**src/rtl/lsu_pkg.sv**
```systemverilog
// Shared definitions for the load/store memory stage: funct3 width codes,
// FSM state encoding and the lane/extension helper functions.
package lsu_pkg;

  localparam logic [2:0] F3_B  = 3'b000;
  localparam logic [2:0] F3_H  = 3'b001;
  localparam logic [2:0] F3_W  = 3'b010;
  localparam logic [2:0] F3_BU = 3'b100;
  localparam logic [2:0] F3_HU = 3'b101;

  typedef enum logic [1:0] {
    IDLE = 2'b00,
    REQ  = 2'b01,
    RESP = 2'b10
  } lsu_state_e;

  // Unsigned widths exist only for loads; everything else outside B/H/W is illegal.
  function automatic logic f3_legal(input logic [2:0] f3, input logic st);
    logic ok;
    case (f3)
      F3_B, F3_H, F3_W: ok = 1'b1;
      F3_BU, F3_HU:     ok = ~st;
      default:          ok = 1'b0;
    endcase
    return ok;
  endfunction

  // Halfwords need an even address, words a 4-byte-aligned address.
  function automatic logic misaligned(input logic [2:0] f3, input logic [1:0] off);
    logic m;
    case (f3[1:0])
      2'b01:   m = off[0];
      2'b10:   m = (off != 2'b00);
      default: m = 1'b0;
    endcase
    return m;
  endfunction

  // Byte enables; halfwords use only off[1] so a stray off[0] cannot straddle lanes.
  function automatic logic [3:0] be_gen(input logic [2:0] f3, input logic [1:0] off);
    logic [3:0] be;
    case (f3[1:0])
      2'b00:   be = 4'b0001 << off;
      2'b01:   be = 4'b0011 << {off[1], 1'b0};
      2'b10:   be = 4'b1111;
      default: be = 4'b0000;
    endcase
    return be;
  endfunction

  // Store data replicated into every lane the access might target.
  function automatic logic [31:0] store_rep(input logic [2:0] f3, input logic [31:0] sd);
    logic [31:0] w;
    case (f3[1:0])
      2'b00:   w = {4{sd[7:0]}};
      2'b01:   w = {2{sd[15:0]}};
      default: w = sd;
    endcase
    return w;
  endfunction

  // Select the addressed byte/half of the read word and sign/zero extend it.
  function automatic logic [31:0] load_extend(input logic [2:0] f3, input logic [1:0] off,
                                              input logic [31:0] rd);
    logic [31:0] sh;
    logic [7:0]  b;
    logic [15:0] h;
    logic [31:0] r;
    sh = rd >> {off, 3'b000};
    b  = sh[7:0];
    h  = off[1] ? rd[31:16] : rd[15:0];
    case (f3)
      F3_B:    r = {{24{b[7]}}, b};
      F3_H:    r = {{16{h[15]}}, h};
      F3_W:    r = rd;
      F3_BU:   r = {24'h000000, b};
      F3_HU:   r = {16'h0000, h};
      default: r = 32'h0000_0000;
    endcase
    return r;
  endfunction

endpackage

```
**src/rtl/lsu_lane_align.sv**
```systemverilog
// Combinational lane steering: byte enables and replicated write data for
// stores, extracted and extended read data for loads.
module lsu_lane_align
  import lsu_pkg::*;
(
  input  logic [2:0]  i_funct3,
  input  logic [1:0]  i_off,
  input  logic [31:0] i_store_data,
  input  logic [31:0] i_rdata,
  output logic [3:0]  o_be,
  output logic [31:0] o_wdata,
  output logic [31:0] o_ldata
);

  assign o_be    = be_gen(i_funct3, i_off);
  assign o_wdata = store_rep(i_funct3, i_store_data);
  assign o_ldata = load_extend(i_funct3, i_off, i_rdata);

endmodule

```
**src/rtl/lsu_mem_stage.sv**
```systemverilog
// Load/store memory stage: accepts one access in IDLE, runs a req/ack
// handshake with a saturating timeout, then pulses done (with err) for a cycle.
// Optional macro LSU_MISALIGN_TRAP_EN: misaligned H/W accesses are rejected
// with err instead of silently using the aligned lanes.
module lsu_mem_stage
  import lsu_pkg::*;
#(
  parameter int unsigned TIMEOUT_CYC = 255,
  parameter int unsigned ADDR_W      = 32
) (
  input  logic              clk,
  input  logic              reset,
  input  logic              start,
  input  logic              is_store,
  input  logic [2:0]        funct3,
  input  logic [ADDR_W-1:0] addr,
  input  logic [31:0]       store_data,
  output logic              busy,
  output logic              done,
  output logic              err,
  output logic [31:0]       load_data,
  output logic              mem_req,
  output logic              mem_we,
  output logic [ADDR_W-1:0] mem_addr,
  output logic [3:0]        mem_be,
  output logic [31:0]       mem_wdata,
  input  logic              mem_ack,
  input  logic [31:0]       mem_rdata
);

  // Last REQ cycle index before the access is abandoned.
  localparam logic [15:0] LP_CNT_LAST = 16'(TIMEOUT_CYC - 1);

  lsu_state_e        r_state;
  logic              r_is_store;
  logic [2:0]        r_funct3;
  logic [1:0]        r_off;
  logic [15:0]       r_cnt;
  logic              r_busy;
  logic              r_done;
  logic              r_err;
  logic [31:0]       r_load_data;
  logic              r_mem_req;
  logic              r_mem_we;
  logic [ADDR_W-1:0] r_mem_addr;
  logic [3:0]        r_mem_be;
  logic [31:0]       r_mem_wdata;

  logic              w_mis;
  logic              w_bad;
  logic [2:0]        w_sel_f3;
  logic [1:0]        w_sel_off;
  logic [3:0]        w_be;
  logic [31:0]       w_wdata;
  logic [31:0]       w_ldata;

`ifdef LSU_MISALIGN_TRAP_EN
  assign w_mis = misaligned(funct3, addr[1:0]);
`else
  assign w_mis = 1'b0;
`endif

  assign w_bad = ~f3_legal(funct3, is_store) | w_mis;

  // The aligner sees the live request while idle and the captured one afterwards.
  assign w_sel_f3  = (r_state == IDLE) ? funct3    : r_funct3;
  assign w_sel_off = (r_state == IDLE) ? addr[1:0] : r_off;

  lsu_lane_align u_align (
    .i_funct3     (w_sel_f3),
    .i_off        (w_sel_off),
    .i_store_data (store_data),
    .i_rdata      (mem_rdata),
    .o_be         (w_be),
    .o_wdata      (w_wdata),
    .o_ldata      (w_ldata)
  );

  // Access FSM with timeout counter and all registered outputs.
  always_ff @(posedge clk or posedge reset) begin
    if (reset) begin
      r_state     <= IDLE;
      r_is_store  <= 1'b0;
      r_funct3    <= 3'b000;
      r_off       <= 2'b00;
      r_cnt       <= 16'h0000;
      r_busy      <= 1'b0;
      r_done      <= 1'b0;
      r_err       <= 1'b0;
      r_load_data <= 32'h0000_0000;
      r_mem_req   <= 1'b0;
      r_mem_we    <= 1'b0;
      r_mem_addr  <= '0;
      r_mem_be    <= 4'b0000;
      r_mem_wdata <= 32'h0000_0000;
    end else begin
      case (r_state)
        IDLE: begin
          r_done <= 1'b0;
          r_err  <= 1'b0;
          if (start) begin
            r_is_store <= is_store;
            r_funct3   <= funct3;
            r_off      <= addr[1:0];
            if (w_bad) begin
              r_state <= RESP;
              r_done  <= 1'b1;
              r_err   <= 1'b1;
            end else begin
              r_state     <= REQ;
              r_busy      <= 1'b1;
              r_cnt       <= 16'h0000;
              r_mem_req   <= 1'b1;
              r_mem_we    <= is_store;
              r_mem_addr  <= {addr[ADDR_W-1:2], 2'b00};
              r_mem_be    <= w_be;
              r_mem_wdata <= w_wdata;
            end
          end
        end
        REQ: begin
          if (mem_ack) begin
            r_state   <= RESP;
            r_busy    <= 1'b0;
            r_done    <= 1'b1;
            r_err     <= 1'b0;
            r_mem_req <= 1'b0;
            r_mem_we  <= 1'b0;
            if (!r_is_store) begin
              r_load_data <= w_ldata;
            end
          end else if (r_cnt >= LP_CNT_LAST) begin
            r_state   <= RESP;
            r_busy    <= 1'b0;
            r_done    <= 1'b1;
            r_err     <= 1'b1;
            r_mem_req <= 1'b0;
            r_mem_we  <= 1'b0;
          end else if (r_cnt != 16'hFFFF) begin
            r_cnt <= r_cnt + 16'd1;
          end
        end
        RESP: begin
          r_done  <= 1'b0;
          r_err   <= 1'b0;
          r_state <= IDLE;
        end
        default: begin
          r_state   <= IDLE;
          r_busy    <= 1'b0;
          r_done    <= 1'b0;
          r_err     <= 1'b0;
          r_mem_req <= 1'b0;
          r_mem_we  <= 1'b0;
        end
      endcase
    end
  end

  assign busy      = r_busy;
  assign done      = r_done;
  assign err       = r_err;
  assign load_data = r_load_data;
  assign mem_req   = r_mem_req;
  assign mem_we    = r_mem_we;
  assign mem_addr  = r_mem_addr;
  assign mem_be    = r_mem_be;
  assign mem_wdata = r_mem_wdata;

endmodule

```
**config.mk**
```make
export PLATFORM = sky130hd
export DESIGN_NAME = lsu_mem_stage
export DESIGN_NICKNAME = d
export VERILOG_FILES = /design/src/rtl/lsu_pkg.sv /design/src/rtl/lsu_lane_align.sv /design/src/rtl/lsu_mem_stage.sv
export SDC_FILE = /design/constraint.sdc
export NUM_CORES = 1
export LEC_CHECK = 0
export CORE_ASPECT_RATIO = 1.75
export CORE_MARGIN = 1.5
export CORE_UTILIZATION = 46
export DETAILED_ROUTE_END_ITERATION = 8
export PLACE_DENSITY = 0.87
export SETUP_SLACK_MARGIN = 0.05
export SYNTH_ARGS = -nofsm -noshare
export SYNTH_HDL_FRONTEND = slang
export SYNTH_HIERARCHICAL = 1
export SYNTH_SLANG_ARGS = --single-unit
```
**constraint.sdc**
```tcl
create_clock -name clk -period 4.6 [get_ports clk]
set_clock_uncertainty 0.2 [all_clocks]
set_input_delay 0.46 -clock clk [delete_from_list [all_inputs] [get_ports clk]]
set_output_delay 0.46 -clock clk [all_outputs]
set_load 0.1 [all_outputs]
```
# Yosys cells after proc, flatten, opt, wreduce, memory -nomap -nowiden
# Index checks and enable logic that the tools add are counted.
dict set report totals {
  output_inout_bits 105
  input_bits 104
  register_bits 126
}
dict set report op_classes {
  n_eq_ne 19
  n_bitwise 3
  order_cmp 1
  n_mux 33
  shifts 3
  n_addsub 1
  n_reduce_logical 13
}
# cell n
set ops {}
lappend ops {{$pmux 32 s5} 1}
lappend ops {{$mux 16} 6}
lappend ops {{$pmux 32 s2} 1}
lappend ops {{$pmux 16 s2} 1}
lappend ops {{$shr 32x5->8} 1}
lappend ops {{$add 16x1->16 const B} 1}
lappend ops {{$ge 16x8->1 const B} 1}
lappend ops {{$ne 16x16->1 const B} 1}
lappend ops {{$eq 3x3->1 const B} 4}
lappend ops {{$pmux 4 s3} 1}
lappend ops {{$mux 1} 11}
lappend ops {{$mux 2} 5}
lappend ops {{$ne 2x2->1 const B} 5}
lappend ops {{$eq 3x1->1 const B} 2}
lappend ops {{$eq 3x2->1 const B} 2}
lappend ops {{$logic_not 3->1} 2}
lappend ops {{$pmux 1 s2} 3}
lappend ops {{$pmux 1 s3} 2}
lappend ops {{$reduce_and 3->1} 2}
lappend ops {{$reduce_and 6->1} 1}
lappend ops {{$eq 2x1->1 const B} 2}
lappend ops {{$eq 2x2->1 const B} 2}
lappend ops {{$logic_not 2->1} 2}
lappend ops {{$pmux 2 s2} 1}
lappend ops {{other kinds (10)} 13}

# Longest topological paths before layout
# Gate-level depths: netlist (run 1).
dict set report logic_depth {
  ltp_word 6
  ltp_mapped 10
  depth_no_buf 7
}

# Hierarchy
# The synthesis (run 1) kept the hierarchy.
# mod seq_area_each_um2 instances area_per_inst_um2 cells_each
set by_module_without_submodules {}
lappend by_module_without_submodules {lsu_mem_stage 3153.0 1 5006.1 476}
lappend by_module_without_submodules {lsu_lane_align 0.0 1 1224.9 167}

# Worst setup path after synthesis (run 1)
# Ideal clock, no wire load.
dict set report synth_timing {
  kind {flip-flop to flip-flop}
  start {register r_state[1]}
  end {register r_load_data[10], in the netlist load_data[10]}
  required_time_ps 4275
  arrival_time_ps 2471
  period_less_slack_ps 2796
  slack_ps 1804
  n_path_buf 3
  stages_incl_launch_ff 10
  cell_sequence {dfrtp_1 buf_2 nor2_2 mux2_2 buf_6 mux4_2 and3_4 buf_6 a221o_1 mux2_2}
}
dict set report synth_between {
  elab_chain_len 4
  word_cells_on_any_way 13
  cone_classes {5 x eq/ne; 1 x shift; 4 x mux; 3 x reduce/logical}
}
# item line_no
set synth_rtl {}
lappend synth_rtl {{start, declared} lsu_mem_stage.sv:34} ;# lsu_state_e r_state;
lappend synth_rtl {{start signal, assigned} lsu_mem_stage.sv:82} ;# r_state <= IDLE;
lappend synth_rtl {{start signal, assigned} lsu_mem_stage.sv:106} ;# r_state <= RESP;
lappend synth_rtl {{start signal, assigned} lsu_mem_stage.sv:110} ;# r_state <= REQ;
lappend synth_rtl {{$logic_not 2->1 *} lsu_mem_stage.sv:67} ;# assign w_sel_off = (r_state == IDLE) ? addr[1:0] : r_off;
lappend synth_rtl {{$mux 2 *} lsu_mem_stage.sv:67}
lappend synth_rtl {{via w_sel_off[1]} lsu_mem_stage.sv:52} ;# logic [1:0] w_sel_off;
lappend synth_rtl {{$shr 32x5->8 / $mux 16 (equally long branches)} {lsu_pkg.sv:69, lsu_pkg.sv:71}}
lappend synth_rtl {{$pmux 32 s5 *} lsu_pkg.sv:72} ;# case (f3)
lappend synth_rtl {{via w_ldata[10]} lsu_mem_stage.sv:55} ;# logic [31:0] w_ldata;
lappend synth_rtl {{end signal, assigned} lsu_mem_stage.sv:130} ;# r_load_data <= w_ldata;
lappend synth_rtl {{end, declared} lsu_mem_stage.sv:42} ;# logic [31:0] r_load_data;
# The timed path passes the listed nets; every way through them passes the cells marked *.
# A chain may end at the register's enable or synchronous reset.

# Worst setup path in the final report (run 1)
dict set report layout_timing {
  start {register r_cnt[8]}
  end {register r_cnt[5]}
}
dict set report layout_between {
  elab_chain_len 3
  word_cells_on_any_way 5
  cone_classes {1 x order compare; 3 x eq/ne; 1 x reduce/logical}
}
# item line_no
set layout_rtl {}
lappend layout_rtl {{start, declared} lsu_mem_stage.sv:38} ;# logic [15:0] r_cnt;
lappend layout_rtl {{start signal, assigned} lsu_mem_stage.sv:140} ;# r_cnt <= r_cnt + 16'd1;
lappend layout_rtl {{$ge 16x8->1 / $ne 16x16->1 (equally long branches)} {lsu_mem_stage.sv:132, lsu_mem_stage.sv:139}}
lappend layout_rtl {{$ne 2x2->1 (no line)} -}
lappend layout_rtl {{$reduce_and 6->1 (no line) *} -}
# Mark *: on every way between the ends. The rest lies on a longest branch, timed or not.

==> out/results.env, run 1 <==
RUN_STATUS='complete, no violations'
VIAS_IN_THE_FIRST_GLOBAL_ROUTE=5629
PLACE.DETAILED.HPWL_UM=12400
YOSYSWARNINGS=6
GRT_ANTENNA_BEFORE_REPAIR=0
NUMBER_OF_CTS_INSERTED_BUFFERS=17
NET_TOTAL_IN_THE_FINAL_LAYOUT=928
NUMBER_OF_PINS_EXCEEDING_THEIR_MAX_SLEW_LIMIT_IN_THE_FINAL_REPORT=0
ENDPOINT_CLASS_OF_THE_CRITICAL_PATH='register'
TRITONCTS='yes'
CTS_HOLD_BUFFERS=0
REGISTER_TO_REGISTER_SETUP_SLACK_NS=1.41
SETUP_TOTAL_NEGATIVE_SLACK_NS=0
CLOCKBUFFERDEPTH=2
PLACEABLECOREAREA_SQ_UM=13300
ROUTE.DETAILED.WL_PER_INST_UM=17.3
FILLCELLCOUNT=1029
FMAX_GHz=0.313
WORST_EP_ARRIVAL_TIME_NS=3.32
REQUIRED_NS=4.73
COMMONEST_CELLS_AFTER_ROUTING_FILL_AND_TAPS_ASIDE='sky130_fd_sc_hd__nand2_1, sky130_fd_sc_hd__clkdlybuf4s50_1, sky130_fd_sc_hd__dfrtp_1'
GLOBALPLACE.CONGESTION=0.865
POST_LAYOUT_UTIL_PCT=67.2
PATH_CLASS='reg -> reg'
WORST_SLEW_PIN_SLEW_NS=1.06
WORSTSKEWPAIRLATENCY_NS=0.41
SEQUENTIAL_TO_TOTAL_AREA_SHARE_FROM_YOSYS_STAT_PCT=50.6
INITIAL_UTILIZATION_PCT=46.8
WIRELENGTH_UM=17500
CRITPATHMAXSTAGEDELAY_NS=0.74
CLOCK_TREE.ROOT_CELL='sky130_fd_sc_hd__clkbuf_16'
DRV.MAX_CAP_VIOLATION_COUNT=0
PIN_COUNT_OF_THE_BIGGEST_NET_ENTERING_GLOBAL_ROUTING=75
SYNTH_AREA_LEADERS='sky130_fd_sc_hd__dfrtp_1, sky130_fd_sc_hd__nand2_1, sky130_fd_sc_hd__mux2_2'
SETUP_REPAIR_AFTER_GLOBAL_ROUTING_MISSED_ITS_MARGIN='no'
DRT_FIRST_PASS_ITERS=5
PATH_DELAY_FAMILY='simple AND/OR/NAND/NOR gates'
POSTCTSRESIZEDCELLS=0
FIRST_ITER_VIOLATIONS=224
FP.DIEW_UM=91.0
NETLIST_AREA_SQ_UM=6230
DRT.ANTENNA.VIOLATING_NETS=0
MAX_SLEW_MARGIN_PCT=29.1
WIRE_LENGTH_OF_THE_FIRST_GLOBAL_ROUTING_PASS_UM=28300
DIE_AR_SQ_UM=14300
FLOW.AREA_GROWTH_FROM_SYNTHESIS_PCT=43.5
CTS-HTREE-LEVELS=4
YS_ASYNC_SR_FRACTION_PCT=100
CLASSIFICATION_OF_THE_WORST_SLACK_HOLD_PATH='reg -> reg'
TIMING.CRITICAL_PATH.FANOUT_MAX=11
DIE_BOUNDARY_HEIGHT_UM=157
HOLD_VIOL_FINAL=0
VIASPERCELL=5.38
PERIOD_NEEDED_NS=3.19
CRITICAL_PATH.CELL_CHAIN='or4_1 > nor4_2 > nand3_1 > or4_1 > a21oi_1'
VIA_COUNT=5431
SYNTH_ENABLE_FLOP_CELLS=0
SYNTHESIS.INSTANCES=643
CTS_NUM_SINKS=126
COUNT_OF_BUFFERS_FROM_PORT_BUFFERING=206
CRITPATHMOSTFREQUENTCELL='sky130_fd_sc_hd__or4_1'
SYNTH_CELL_TYPES=48
LAYOUT_COMMONEST_CELL='sky130_fd_sc_hd__nand2_1'
YOSYSTOPAREACELL='sky130_fd_sc_hd__dfrtp_1'
PLACEMENTROWS=56
TRACK_USAGE_PCT=25.2
SYN_AREA_PER_CELL_SQ_UM=9.69
SYNTH_LARGEST_TYPE_AREA_FRACTION_PCT=50.6
TOTAL_OF_ENDPOINTS_WITH_NEGATIVE_SETUP_SLACK_IN_THE_FINAL_REPORT=0
FINAL_MIN_PERIOD_OVER_CLOCK_PERIOD_PCT=69.4
SETUP_BUFFERS_AFTER_CTS=0
CRIT_PATH_TOP_DELAY_CELL='sky130_fd_sc_hd__nor4_2'
YOSYS_REGISTER_BITS=126
GLOBALROUTE.TOTALOVERFLOW=0
ANTENNA_CELLS=0
DRC=0
START_KIND='register'
WORSTPATHBUFFERINVERTERCOUNT=0
BOUNDARYPINS=209
SYNTH_FF_TYPE='sky130_fd_sc_hd__dfrtp_1'
FINAL_LAYOUT_SIZE_SUFFIX_GT1_SHARE_PCT=14.5
CLOCK_PIN_SLEW_ON_THE_WORST_SETUP_AND_HOLD_PATHS_NS=0.06
-- area by class of cell --
type	instances	area (sq um)	share of cell area, %
well taps	174	218	2.43
clock buffers	20	457	5.11
multi-input cells	460	2810	31.5
inverters	5	21.3	0.238
repair buffers	212	2120	23.7
clock inverters	12	160	1.79
flip-flops and latches	126	3150	35.3
-- worst reg2reg max path, delay by kind of cell, from the launching register on --
kind               cells  cell delay, ns
DFF                    1            0.38
and+or+nand+nor        4            2.39
AOI/OAI and AO/OA      1            0.15
-- path summary, 6_finish.rpt --
kind | startpoint | to | depth (start not counted)
max | r_cnt[8] | r_cnt[5] | 5
min | mem_wdata[29] | mem_wdata[29] | 2
max reg2reg | r_cnt[8] | r_cnt[5] | 5
min reg2reg | mem_wdata[29] | mem_wdata[29] | 2
max in group asynchronous | reset | mem_wdata[22] | 3
min in group asynchronous | reset | mem_addr[6] | 2
-- through the flow --
stage | cells | instance area [sq um] | hold slack [ns] | setup slack (ns)
global placement | 977 | 8330 | 0.257 | 1.48
CTS | 1009 | 8940 | 0.277 | 1.43
finish | 1009 | 8940 | 0.276 | 1.41
floorplan | 644 | 6230 | 0.244 | 0.584
detailed placement | 977 | 8330 | 0.262 | 1.46
global route | 1009 | 8940 | 0.297 | 1.28
-- cell usage after synthesis (2+ instances only) --
| cell type | count |
|---|---|
| sky130_fd_sc_hd__a21o_1 | 2 |
| sky130_fd_sc_hd__a21oi_1 | 7 |
| sky130_fd_sc_hd__a221o_1 | 7 |
| sky130_fd_sc_hd__a31oi_1 | 2 |
| sky130_fd_sc_hd__and2_1 | 10 |
| sky130_fd_sc_hd__and3_1 | 2 |
| sky130_fd_sc_hd__buf_2 | 10 |
| sky130_fd_sc_hd__buf_4 | 11 |
| sky130_fd_sc_hd__buf_6 | 2 |
| sky130_fd_sc_hd__clkbuf_1 | 29 |
| sky130_fd_sc_hd__dfrtp_1 | 126 |
| sky130_fd_sc_hd__ha_1 | 2 |
| sky130_fd_sc_hd__inv_1 | 5 |
| sky130_fd_sc_hd__mux2_2 | 71 |
| sky130_fd_sc_hd__mux2i_1 | 20 |
| sky130_fd_sc_hd__mux4_2 | 2 |
| sky130_fd_sc_hd__nand2_1 | 241 |
| sky130_fd_sc_hd__nand2b_1 | 2 |
| sky130_fd_sc_hd__nand3_1 | 12 |
| sky130_fd_sc_hd__nand4_1 | 3 |
| sky130_fd_sc_hd__nor2_1 | 6 |
| sky130_fd_sc_hd__nor3_1 | 2 |
| sky130_fd_sc_hd__o211ai_1 | 16 |
| sky130_fd_sc_hd__o21a_1 | 2 |
| sky130_fd_sc_hd__o21ai_0 | 17 |
| sky130_fd_sc_hd__o22ai_1 | 6 |
| sky130_fd_sc_hd__o31ai_1 | 4 |
| sky130_fd_sc_hd__or2_2 | 2 |
| sky130_fd_sc_hd__or4_1 | 3 |
-- state kept, by name, indices dropped and copies added, names as in the netlist, 2 cells and up --
signal     count
r_state        2
mem_wdata     32
mem_addr      30
mem_be         4
r_off          2
r_funct3       3
r_cnt         16
load_data     32
-- metal layers --
layer / part of all wire, % / wire (um) / global-route usage [%] / vias up
met5: 0 / 0 / 0 / -
met1: 36 / 6280 / 27.6 / 2622
li1: - / - / - / 2525
met3: 5.6 / 976 / 5.70 / 46
met4: 3.5 / 603 / 12.7 / 0
met2: 55 / 9600 / 45.3 / 238
-- cell families (layout without fill, tap and decap cells) --
family | count (synthesis) | count (layout) | synth area share (%)
compound gates | 70 | 70 | 7.75
fa+ha+maj | 2 | 2 | 0.402
other cells | 1 | 2 | 0.0602
flops | 126 | 126 | 50.6
mux | 93 | 93 | 16.8
simple gates | 293 | 293 | 19.8
buf+inv | 58 | 249 | 4.60
Power of run 1 is not shown: default switching activity piles up to over one toggle a cycle in this logic, so the estimate is an artifact.
==> run 2: changes to the inputs <==
CORE_UTILIZATION = 42   (was 46)
PLACE_DENSITY = 0.83   (was 0.87)
clock period = 2.7 ns   (was 4.6 ns; I/O delays follow)
==> out/results.env, run 2 (synthesized netlist as in run 1, its figures left out) <==
NUMBER_OF_PINS_EXCEEDING_THEIR_MAX_SLEW_LIMIT_IN_THE_FINAL_REPORT=0  # unchanged
START_KIND='register'
TIMING.CRITICAL_PATH.FANOUT_MAX=7  # -4
FINAL_LAYOUT_SIZE_SUFFIX_GT1_SHARE_PCT=28.2  # +14 points
DIE_BOUNDARY_HEIGHT_UM=164  # +4.6%
ANTENNA_CELLS=0  # unchanged
FIRST_ITER_VIOLATIONS=199  # -11%
VIAS_IN_THE_FIRST_GLOBAL_ROUTE=5388  # -4.3%
PLACEABLECOREAREA_SQ_UM=14400  # +8.5%
COMMONEST_CELLS_AFTER_ROUTING_FILL_AND_TAPS_ASIDE='sky130_fd_sc_hd__nand2_1, sky130_fd_sc_hd__dfrtp_1, sky130_fd_sc_hd__buf_4'
PLACEMENTROWS=58  # +3.6%
CTS-HTREE-LEVELS=4  # unchanged
MAX_SLEW_MARGIN_PCT=56.0  # +27 points
BOUNDARYPINS=209  # unchanged
CRITICAL_PATH.CELL_CHAIN='nor2_4 > mux2_4 > mux4_2 > and3_4 > a221o_1 > mux2_2'
FP.DIEW_UM=95.1  # +4.5%
COUNT_OF_BUFFERS_FROM_PORT_BUFFERING=206  # unchanged
TRACK_USAGE_PCT=22.4  # -2.8 points
CLOCK_PIN_SLEW_ON_THE_WORST_SETUP_AND_HOLD_PATHS_NS=0.06  # about the same
SETUP_BUFFERS_AFTER_CTS=0  # unchanged
CRITPATHMAXSTAGEDELAY_NS=0.49  # -0.25 ns
FINAL_MIN_PERIOD_OVER_CLOCK_PERIOD_PCT=94.4  # +25 points
DIE_AR_SQ_UM=15600  # +9.3%
LAYOUT_COMMONEST_CELL='sky130_fd_sc_hd__nand2_1'
DRC=0  # unchanged
GRT_ANTENNA_BEFORE_REPAIR=0  # unchanged
HOLD_VIOL_FINAL=0  # unchanged
DRT_FIRST_PASS_ITERS=4  # -1
VIASPERCELL=5.19  # -3.5%
GLOBALROUTE.TOTALOVERFLOW=0  # unchanged
WORST_EP_ARRIVAL_TIME_NS=2.62  # -0.70 ns
CP-STARTPOINT='r_state[0]'
POSTCTSRESIZEDCELLS=0  # unchanged
ENDPOINT_CLASS_OF_THE_CRITICAL_PATH='register'
PLACE.DETAILED.HPWL_UM=12600  # +1.7%
GLOBALPLACE.CONGESTION=0.869  # +0.38%
PATH_CLASS='reg -> reg'
SETUP_REPAIR_AFTER_GLOBAL_ROUTING_MISSED_ITS_MARGIN='no'
CTS_NUM_SINKS=126  # unchanged
NUMBER_OF_CTS_INSERTED_BUFFERS=17  # unchanged
TRITONCTS='yes'
VIA_COUNT=5344  # -1.6%
FMAX_GHz=0.392  # +25%
FLOW.AREA_GROWTH_FROM_SYNTHESIS_PCT=42.8
RUN_STATUS='complete, no violations'
POST_LAYOUT_UTIL_PCT=61.6  # -5.6 points
REQUIRED_NS=2.77  # -1.96 ns
WORST_SLEW_PIN_SLEW_NS=0.657  # -0.404 ns
TOTAL_OF_ENDPOINTS_WITH_NEGATIVE_SETUP_SLACK_IN_THE_FINAL_REPORT=0  # unchanged
WIRELENGTH_UM=17100  # -1.9%
CLOCK_TREE.ROOT_CELL='sky130_fd_sc_hd__clkbuf_16'
WIRE_LENGTH_OF_THE_FIRST_GLOBAL_ROUTING_PASS_UM=27000  # -4.4%
CLASSIFICATION_OF_THE_WORST_SLACK_HOLD_PATH='in -> async'
RR_STARTPOINT='r_state[0]'
FILLCELLCOUNT=1183  # +15%
DRT.ANTENNA.VIOLATING_NETS=0  # unchanged
CLOCKBUFFERDEPTH=2  # unchanged
ROUTE.DETAILED.WL_PER_INST_UM=16.6  # -3.8%
INITIAL_UTILIZATION_PCT=43.1  # -3.7 points
PERIOD_NEEDED_NS=2.55  # -0.641 ns
CTS_HOLD_BUFFERS=0  # unchanged
CRIT_PATH_TOP_DELAY_CELL='sky130_fd_sc_hd__mux4_2'
FIN_AREA_SQ_UM=8900  # -0.52%
NET_TOTAL_IN_THE_FINAL_LAYOUT=942  # +1.5%
PLACEMENT.CELL_AREA_SQ_UM=8230  # -1.2%
WORSTSKEWPAIRLATENCY_NS=0.40  # about the same
PIN_COUNT_OF_THE_BIGGEST_NET_ENTERING_GLOBAL_ROUTING=79  # +5.3%
SETUP_TOTAL_NEGATIVE_SLACK_NS=0  # unchanged
DRV.MAX_CAP_VIOLATION_COUNT=0  # unchanged
-- run 2: changes by cell type in the layout (fill, tap and decap cells not counted), sizes merged --
cell | previous run | this run
clkinv | 7 | 4
bufinv | 3 | 5
clkbuf | 20 | 19
inv | 6 | 5
clkinvlp | 1 | 4
clkdlybuf4s50 | 206 | 103
buf | 6 | 123
-- run 2: layer usage --
| metal | up-vias | track usage (%) | part of all wire (%) |
|---|---|---|---|
| li1 | 2546 | - | - |
| met1 | 2548 | 26.0 | 38 |
| met2 | 206 | 38.4 | 54 |
| met3 | 44 | 3.66 | 4.8 |
| met4 | 0 | 12.1 | 3.7 |
| met5 | - | 0 | 0 |
-- run 2: area by class of cell --
class                      instances  area [sq um]  share of cell area [%]
sequential                       126          3150                    35.4
clock buffer                      19           443                    4.98
multi-input combinational        460          2840                    31.9
clock inverter                    13           213                    2.39
timing repair buffer             226          2000                    22.5
tap                              180           225                    2.53
inverter                           5          22.5                   0.253
-- run 2: per-stage QoR --
stage / hold WS, ns / cells / setup slack, ns
5_1_grt: 0.137 / 1029 / 0.0556
6_report: 0.107 / 1029 / 0.150
4_1_cts: 0.112 / 1029 / 0.0660
3_5_place_dp: 0.263 / 997 / 0.0823
3_3_place_gp: 0.260 / 997 / 0.122
2_1_floorplan: 0.175 / 644 / 0.0131
-- run 2: worst max-delay path, delay by kind of cell, from the launching register on --
family	cells	cell delay, ns
and+or+nand+nor	2	0.40
DFF	1	0.45
AOI/OAI and AO/OA	1	0.25
muxes	3	1.12
-- run 2: worst paths after layout --
check	slack, ns	endpoint	depth (start not counted)
max	0.15	load_data[10]	6
min	0.11	err	3
max reg2reg	0.15	load_data[10]	6
min reg2reg	0.27	mem_addr[7]	2
max in group asynchronous	1.81	load_data[10]	3
min in group clk	0.19	mem_addr[19]	3
Power of run 2 is left out for the same reason.
